### src/rtl/mmio_uart_tx.sv
// mmio_uart_tx: memory-mapped 8N1 serial transmitter fed by a small byte FIFO.
// Registers DATA/STATUS/DIV/CTRL at BASE..BASE+3; rd and hit decode combinationally from adr.
// tx is registered one clock behind the FSM; frames run back-to-back while EN=1 and bytes remain.
module mmio_uart_tx #(
  parameter logic [7:0] BASE      = 8'hF0,
  parameter int         DEPTH     = 4,
  parameter logic [7:0] DIV_RESET = 8'd3
) (
  input  logic       clk,
  input  logic       reset,
  input  logic       we,
  input  logic [7:0] adr,
  input  logic [7:0] wd,
  output logic [7:0] rd,
  output logic       hit,
  output logic       tx
);
  localparam int AW = $clog2(DEPTH);
  localparam int CW = AW + 1;

  typedef enum logic [1:0] {IDLE, START, DATA, STOP} state_t;

  state_t        state_q, state_d;
  logic [7:0]    mem_q [DEPTH];
  logic [AW-1:0] wptr_q, rptr_q;
  logic [CW-1:0] count_q;
  logic          ovf_q, en_q;
  logic [7:0]    divr_q;            // software-visible divisor
  logic [7:0]    div_q, div_d;      // divisor frozen for the frame in flight
  logic [7:0]    bitcnt_q, bitcnt_d;
  logic [2:0]    idx_q, idx_d;
  logic [7:0]    sh_q, sh_d;
  logic          tx_q, tx_d;

  logic [7:0]    off;
  logic          wr_data, wr_status, wr_div, wr_ctrl;
  logic          full, empty, pop, push_ok, bit_done;

  assign off       = adr - BASE;
  assign hit       = (off < 8'd4);
  assign wr_data   = we && hit && (off[1:0] == 2'd0);
  assign wr_status = we && hit && (off[1:0] == 2'd1);
  assign wr_div    = we && hit && (off[1:0] == 2'd2);
  assign wr_ctrl   = we && hit && (off[1:0] == 2'd3);

  assign full      = (count_q == CW'(DEPTH));
  assign empty     = (count_q == '0);
  // A pop in the same cycle frees a slot, so a push into a full FIFO still lands.
  assign push_ok   = wr_data && (!full || pop);
  assign bit_done  = (bitcnt_q == div_q);
  assign tx        = tx_q;

  // Combinational register read mux; unmapped addresses read zero.
  always_comb begin
    rd = 8'h00;
    if (hit) begin
      case (off[1:0])
        2'd1:    rd = {4'(count_q), ovf_q, empty, full, (state_q != IDLE)};
        2'd2:    rd = divr_q;
        2'd3:    rd = {7'b0, en_q};
        default: rd = 8'h00;
      endcase
    end
  end

  // Software registers: divisor, enable and the sticky overflow flag.
  always_ff @(posedge clk) begin
    if (reset) begin
      divr_q <= DIV_RESET;
      en_q   <= 1'b1;
      ovf_q  <= 1'b0;
    end else begin
      if (wr_div)  divr_q <= wd;
      if (wr_ctrl) en_q   <= wd[0];
      if (wr_status)                    ovf_q <= 1'b0;
      else if (wr_data && full && !pop) ovf_q <= 1'b1;
    end
  end

  // FIFO pointers and occupancy; pointers wrap naturally because DEPTH is a power of 2.
  always_ff @(posedge clk) begin
    if (reset) begin
      wptr_q  <= '0;
      rptr_q  <= '0;
      count_q <= '0;
    end else begin
      if (push_ok) wptr_q <= wptr_q + AW'(1);
      if (pop)     rptr_q <= rptr_q + AW'(1);
      case ({push_ok, pop})
        2'b10:   count_q <= count_q + CW'(1);
        2'b01:   count_q <= count_q - CW'(1);
        default: count_q <= count_q;
      endcase
    end
  end

  // FIFO storage needs no reset; occupancy alone decides what is valid.
  always_ff @(posedge clk) begin
    if (push_ok) mem_q[wptr_q] <= wd;
  end

  // Next-state logic: each frame phase lasts div_q+1 clocks per bit.
  always_comb begin
    state_d  = state_q;
    bitcnt_d = bitcnt_q;
    idx_d    = idx_q;
    sh_d     = sh_q;
    div_d    = div_q;
    pop      = 1'b0;
    case (state_q)
      IDLE: begin
        if (en_q && !empty) begin
          pop      = 1'b1;
          sh_d     = mem_q[rptr_q];
          div_d    = divr_q;
          bitcnt_d = '0;
          state_d  = START;
        end
      end
      START: begin
        if (bit_done) begin
          bitcnt_d = '0;
          idx_d    = '0;
          state_d  = DATA;
        end else begin
          bitcnt_d = bitcnt_q + 8'd1;
        end
      end
      DATA: begin
        if (bit_done) begin
          bitcnt_d = '0;
          if (idx_q == 3'd7) state_d = STOP;
          else               idx_d   = idx_q + 3'd1;
        end else begin
          bitcnt_d = bitcnt_q + 8'd1;
        end
      end
      STOP: begin
        if (bit_done) begin
          bitcnt_d = '0;
          if (en_q && !empty) begin
            pop     = 1'b1;
            sh_d    = mem_q[rptr_q];
            div_d   = divr_q;
            state_d = START;
          end else begin
            state_d = IDLE;
          end
        end else begin
          bitcnt_d = bitcnt_q + 8'd1;
        end
      end
      default: state_d = IDLE;
    endcase
  end

  // Line level follows the current phase and is registered, so tx lags the FSM by one clock.
  always_comb begin
    tx_d = 1'b1;
    case (state_q)
      START:   tx_d = 1'b0;
      DATA:    tx_d = sh_q[idx_q];
      default: tx_d = 1'b1;
    endcase
  end

  // FSM and serialiser state registers.
  always_ff @(posedge clk) begin
    if (reset) begin
      state_q  <= IDLE;
      bitcnt_q <= '0;
      idx_q    <= '0;
      sh_q     <= '0;
      div_q    <= DIV_RESET;
      tx_q     <= 1'b1;
    end else begin
      state_q  <= state_d;
      bitcnt_q <= bitcnt_d;
      idx_q    <= idx_d;
      sh_q     <= sh_d;
      div_q    <= div_d;
      tx_q     <= tx_d;
    end
  end

endmodule

### config.mk
export PLATFORM = sky130hd
export DESIGN_NAME = mmio_uart_tx
export DESIGN_NICKNAME = d
export VERILOG_FILES = /design/src/rtl/mmio_uart_tx.sv
export SDC_FILE = /design/constraint.sdc
export NUM_CORES = 1
export LEC_CHECK = 0
export BUFFER_PORTS_ARGS = -buffer_cell sky130_fd_sc_hd__clkbuf_2
export CAP_MARGIN = 20
export CORE_ASPECT_RATIO = 0.7
export CORE_MARGIN = 5
export CORE_UTILIZATION = 40
export CTS_CLUSTER_DIAMETER = 60
export DETAILED_ROUTE_END_ITERATION = 16
export MAX_ROUTING_LAYER = met4
export PLACE_DENSITY = 0.63
export SETUP_SLACK_MARGIN = 0.4
export SLEW_MARGIN = 10
export SYNTH_ARGS = -nofsm -noshare
export SYNTH_HDL_FRONTEND = slang
export SYNTH_SLANG_ARGS = --single-unit
### constraint.sdc
create_clock -name clk -period 5.35 [get_ports clk]
set_clock_uncertainty 0.1 [all_clocks]
set_input_delay 0.535 -clock clk [delete_from_list [all_inputs] [get_ports clk]]
set_output_delay 0.535 -clock clk [all_outputs]
set_load 0.1 [all_outputs]
* Word-level counts from Yosys, hierarchy flattened
Memories as Yosys holds them, arrays and structs flattened. A register that Yosys moved wholly into a read port is not among the register bits.
Index checks and enable logic that the tools add are counted.
** Word-level totals
- Register bits :: 47
- Memory bits (writable) :: 32
- Memories kept :: 1
- Input port bits :: 19
** Cells by class
- Mux-type cells :: 33
- $lt $le $gt $ge :: 2
- Equality and inequality tests :: 17
- Reduce and logical (&&, ||, !) cells :: 25
- Add/subtract/negate cells :: 7
** Memories
- mem_q :: depth 4, bits a word 8, rd ports 1, clocked after Yosys merged registers in 1, write ports 1, RTL line 24 : logic [7:0] mem_q [DEPTH];
** Operators with widths (number)
- $mux 8 :: 7
- $pmux 8 s2 :: 3
- $pmux 8 s3 :: 1
- $mux 2 :: 7
- $ne 2x2->1 const B :: 6
- $pmux 3 s2 :: 2
- $eq 2x2->1 const B :: 5
- $logic_and 1x1->1 :: 9
- $mux 3 :: 3
- $add 8x1->8 const B :: 1
- $eq 8x8->1 :: 1
- $lt 8x3->1 const B :: 1
- $pmux 2 s4 :: 1
- $reduce_bool 2->1 :: 4
- $sub 8x8->8 const B :: 1
- $add 3x1->3 const B :: 2
- $eq 2x1->1 const B :: 3
- $eq 3x3->1 const B :: 2
- $mux 1 :: 6
- $reduce_and 5->1 :: 1
- $add 2x1->2 const B :: 2
- $logic_not 2->1 :: 2
- $lt 3x4->1 const B :: 1
- $pmux 1 s2 :: 2
- other kinds (9) :: 11

* Logic depth before layout (Yosys ltp)
- Depth in word-level cells :: 10
- Mapped depth :: 13
- Gate-level depth less buffers :: 12

* Worst setup path before layout
OpenSTA, ideal clock, no wires.
- Path kind :: input to register
- Start :: in adr[3]
- End :: reg count_q[2]
- Stages :: 12
- Data required time :: 5.179 ns
- Arrival :: 3.010 ns
- Path slack :: 2.169 ns
- Buffers on the path :: 1
- Cells stage by stage :: or4_1 clkbuf_1 inv_2 nand4_1 a21oi_2 inv_1 ha_1 inv_1 fa_1 xor2_1 or3_1 a21oi_1
** Between the ends
- Word-level cells in the longest chain between the ends :: 7
- Elaborated cells on any way between the ends :: 9
- Those cells by class :: add/sub (1); order compare (1); eq/ne (2); mux (1); reduce/logical (4)
** Ends and longest elaborated chain
- start, declared :: RTL line 12 : input logic [7:0] adr,
- $sub 8x8->8 (*) :: RTL line 39 : assign off = adr - BASE;
- $lt 8x3->1 (*) :: RTL line 40 : assign hit = (off < 8'd4);
- via hit :: RTL line 15 : output logic hit,
- $logic_and 1x1->1 (*) (2 in series) :: RTL line 41 : assign wr_data = we && hit && (off[1:0] == 2'd0);
- $logic_and 1x1->1 (*) :: RTL line 49 : assign push_ok = wr_data && (!full || pop);
- $eq 2x1->1 / $eq 2x2->1 (equally long branches) :: RTL line 89 : case ({push_ok, pop})
- $pmux 3 s2 / $reduce_bool 2->1 (equally long branches)
- end signal, assigned :: RTL line 90 : 2'b10: count_q <= count_q + CW'(1);
- end signal, assigned :: RTL line 91 : 2'b01: count_q <= count_q - CW'(1);
- end signal, assigned :: RTL line 92 : default: count_q <= count_q;
- end, declared :: RTL line 26 : logic [CW-1:0] count_q;
The timed path passes the listed nets; every way through them passes the cells marked *.
A chain may end at the register's enable or synchronous reset.

* Worst setup path after layout
- Start :: reg count_q[0]
- End :: reg count_q[2]
** Between the ends
- Word-level cells in the longest chain between the ends :: 10
- Elaborated cells on any way between the ends :: 16
- Those cells by class :: add/sub (2); eq/ne (3); mux (4); reduce/logical (7)
** Ends and longest elaborated chain
- $logic_not 3->1 :: RTL line 47 : assign empty = (count_q == '0);
- $logic_not 1->1 :: RTL line 112, 141
- $logic_and 1x1->1 :: RTL line 112, 141
- $mux 1 :: RTL line 112, 141
- $mux 1 :: RTL line 139 : if (bit_done) begin
- $pmux 1 s2 :: RTL line 110 : case (state_q)
- $logic_or 1x1->1 :: RTL line 49
- $logic_and 1x1->1 :: RTL line 49
- $eq 2x1->1 / $eq 2x2->1 (equally long branches) :: RTL line 89
- $pmux 3 s2 / $reduce_bool 2->1 (equally long branches)
Several ways; a longest one is shown, not always the timed one.

==> impl_metrics.ini <==
[clocking]
clock-root-buffer = clkbuf_16
cts_hold_buf = 0
htree_levels = 3
clk_pin_slew_ns = 0.07
cts_setup_buffers = 0
clk_latency_ns = 0.34
numCtsBuffers = 9
cts_tree = yes
clock-sinks = 81
cts.repair.resized = 0
cts_max_path_buffers = 2

[die]
die-area_mm2 = 0.0114
io-pin-count = 29
row_count = 29
core_area_mm2 = 0.00911
fp.dieW_um = 126
fp.dieH_um = 91.0
initial_utilization_pct = 41.2

[logic_synthesis]
avgSynthCellArea_um2 = 11.3
syn_inst = 331
synth-seq-area-share_pct = 51.8
ys_warn_count = 0
syn_nets = 364
synth_edf_count = 32
synth_cell_types = 47
synth-seq-cells = 81
synthArstFlopShare_pct = 0
syn-cell-area_mm2 = 0.00375
synthFlopType = dfxtp_1

[place]
dp_hpwl_um = 5620
dpl_cell_area_mm2 = 0.00398
gp_congestion = 0.869
dp_slack_ns = 2.26
io_buffers = 28
dp.cells = 469

[timing]
drv_slew = 0
fmaxAchievable_mhz = 336
fin_crit_sh_pct = 55.6
period_minus_slack_ns = 2.97
holdWs_ns = 0.349
maxSlewHeadroom_pct = 52.4
timing.final.ws_setup_ns = 2.38
rsz0062_at_grt = no
finalSetupViolCount = 0
tns_ns = 0
finalHoldViolCount = 0
tightest_slew_ns = 0.715

[hold_path]
hp-class = input port to flip-flop
min_path_cells = 1

[final_layout]
n_fill_cell = 793
drive_gt1_share_pct = 18.3
syn2layout_area_growth_pct = 14.7
postLayoutCellArea_mm2 = 0.00430
fin_cells = 485
antenna_cells = 0
fin_util_pct = 47.2
nets = 389

[routing]
routed_via_density = 5.19
drtAntennaViolNets = 0
wirelength_um = 7620
num_vias = 2516
wl_per_cell_um = 15.7
drt-initial-drc-count = 167
dr.pass1.iters = 4
drc = 0

[power_and_ir_drop]
leakage_nw = 1.69
total_power_mw = 1.54
ir_worst_vdd_uv = 218
pwr_density_cell_mw_per_mm2 = 358

[global_route]
grt_max_degree = 25
antenna_found_initial = 0
grt_pass1_wl_um = 13100
first_global_vias = 2533
grt_use_total_pct = 14.9
overflow = 0

[setup_path]
end_kind = flip-flop
regToRegEndpoint = count_q[2]$_SDFFE_PP0P_
path_class = flip-flop to flip-flop
worstPathArrival_ns = 3.14
crit_fanout = 7
worst_setup_path_start_kind = flip-flop
crit_path_start = count_q[0]$_SDFFE_PP0P_
cp_data_required_time_ns = 5.52
r2r_cells = 11
r2r-start = count_q[0]$_SDFFE_PP0P_
ff2ff_setup_slack_ns = 2.38
cp-endpoint = count_q[2]$_SDFFE_PP0P_

[flow_run]
maxCapViolations = 0

[status]
outcome = finished clean
[placed cells by master (no fill, tap or decap), types with 2 or more instances in the layout]
master	n
nor3_1	3
nand4_1	4
mux2_2	4
clkbuf_2	28
a31oi_1	3
edfxtp_1	32
dfxtp_1	49
xor2_1	2
ha_1	13
nand2_1	21
mux2i_1	28
nor2b_1	4
nand2b_1	5
o21ai_0	5
a22oi_1	8
and2_1	4
a21oi_1	11
mux4_2	10
inv_6	2
nor2_1	40
and3_1	4
inv_8	2
inv_1	14
xnor2_1	8
a211o_1	2
or4_1	5
or3_1	6
nand3_1	10
nor3b_1	2
o31ai_1	3
clkbuf_16	9
[layout make-up]
class | instances | area, um^2 | area share [%]
clock buffer | 9 | 225 | 5.24
clock inverter | 7 | 95.1 | 2.21
inverter | 15 | 56.3 | 1.31
multi-input combinational | 220 | 1680 | 39.0
sequential | 81 | 1940 | 45.2
tap | 124 | 155 | 3.61
timing repair buffer | 29 | 148 | 3.43
[worst min path at each step]
stage,start,endpoint,slack [ns]
after floorplan,ovf_q$_SDFFE_PP0P_,ovf_q$_SDFFE_PP0P_,0.33
after global placement,ovf_q$_SDFFE_PP0P_,ovf_q$_SDFFE_PP0P_,0.35
after detailed placement,ovf_q$_SDFFE_PP0P_,ovf_q$_SDFFE_PP0P_,0.35
after CTS,wd[1],mem_q[0][1]$_DFFE_PP_,0.34
after global routing,wd[4],mem_q[3][4]$_DFFE_PP_,0.35
final,wd[4],mem_q[3][4]$_DFFE_PP_,0.35
[kinds of logic after synthesis]
logic type                 share of synthesized area, %
and+or+nand+nor                                    14.7
DFF                                                51.8
muxes                                              15.0
AOI/OAI and AO/OA                                  7.84
buffers and inverters                              3.44
adders and majority gates                          4.87
xor gates and xnor gates                           2.34
[state kept, by name, indices dropped and copies added (netlist names), 2 cells and up, named ones only]
register / flops
divr_q: 8
div_q: 8
rptr_q: 2
idx_q: 3
mem_q: 32
sh_q: 8
state_q: 2
bitcnt_q: 8
count_q: 3
wptr_q: 2
[cell usage after synthesis, types with 5 or more instances]
| library cell | instances | area [um^2] |
|---|---|---|
| mux4_2 | 10 | 225 |
| nor2_1 | 40 | 150 |
| ha_1 | 13 | 163 |
| nand2b_1 | 5 | 31.3 |
| nand2_1 | 21 | 78.8 |
| nand3_1 | 10 | 50.1 |
| clkbuf_1 | 8 | 30.0 |
| a22oi_1 | 8 | 60.1 |
| xnor2_1 | 8 | 70.1 |
| or3_1 | 6 | 37.5 |
| mux2i_1 | 28 | 280 |
| dfxtp_1 | 49 | 981 |
| o21ai_0 | 5 | 25.0 |
| or4_1 | 5 | 37.5 |
| edfxtp_1 | 32 | 961 |
| inv_1 | 14 | 52.6 |
| a21oi_1 | 11 | 55.1 |
[critical path, stage by stage, from the launching register on]
cell and delay (ns):
dfxtp_1 0.39, or3_1 0.42, and3_1 0.25, a31oi_2 0.26, a21oi_2 0.17, inv_1 0.10, ha_1 0.17, inv_1 0.07
fa_1 0.37, xor2_1 0.16, or3_1 0.30, a21oi_1 0.14
[report_power, final]
group | total, mW | internal (mW) | switching [mW]
Combinational | 0.223 | 0.0901 | 0.133
Sequential | 0.672 | 0.655 | 0.0167
Clock | 0.643 | 0.376 | 0.267
[metal layers]
layer  part of all wire, %  global-route usage (%)  vias up
met5                     0                       -        -
met4                   1.7                    5.69        0
met3                   6.1                    3.17       12
met2                    42                    20.5       76
met1                    50                    21.5     1177
li1                      -                       -     1251
No activity file was read; power rests on OpenSTA's default activity.
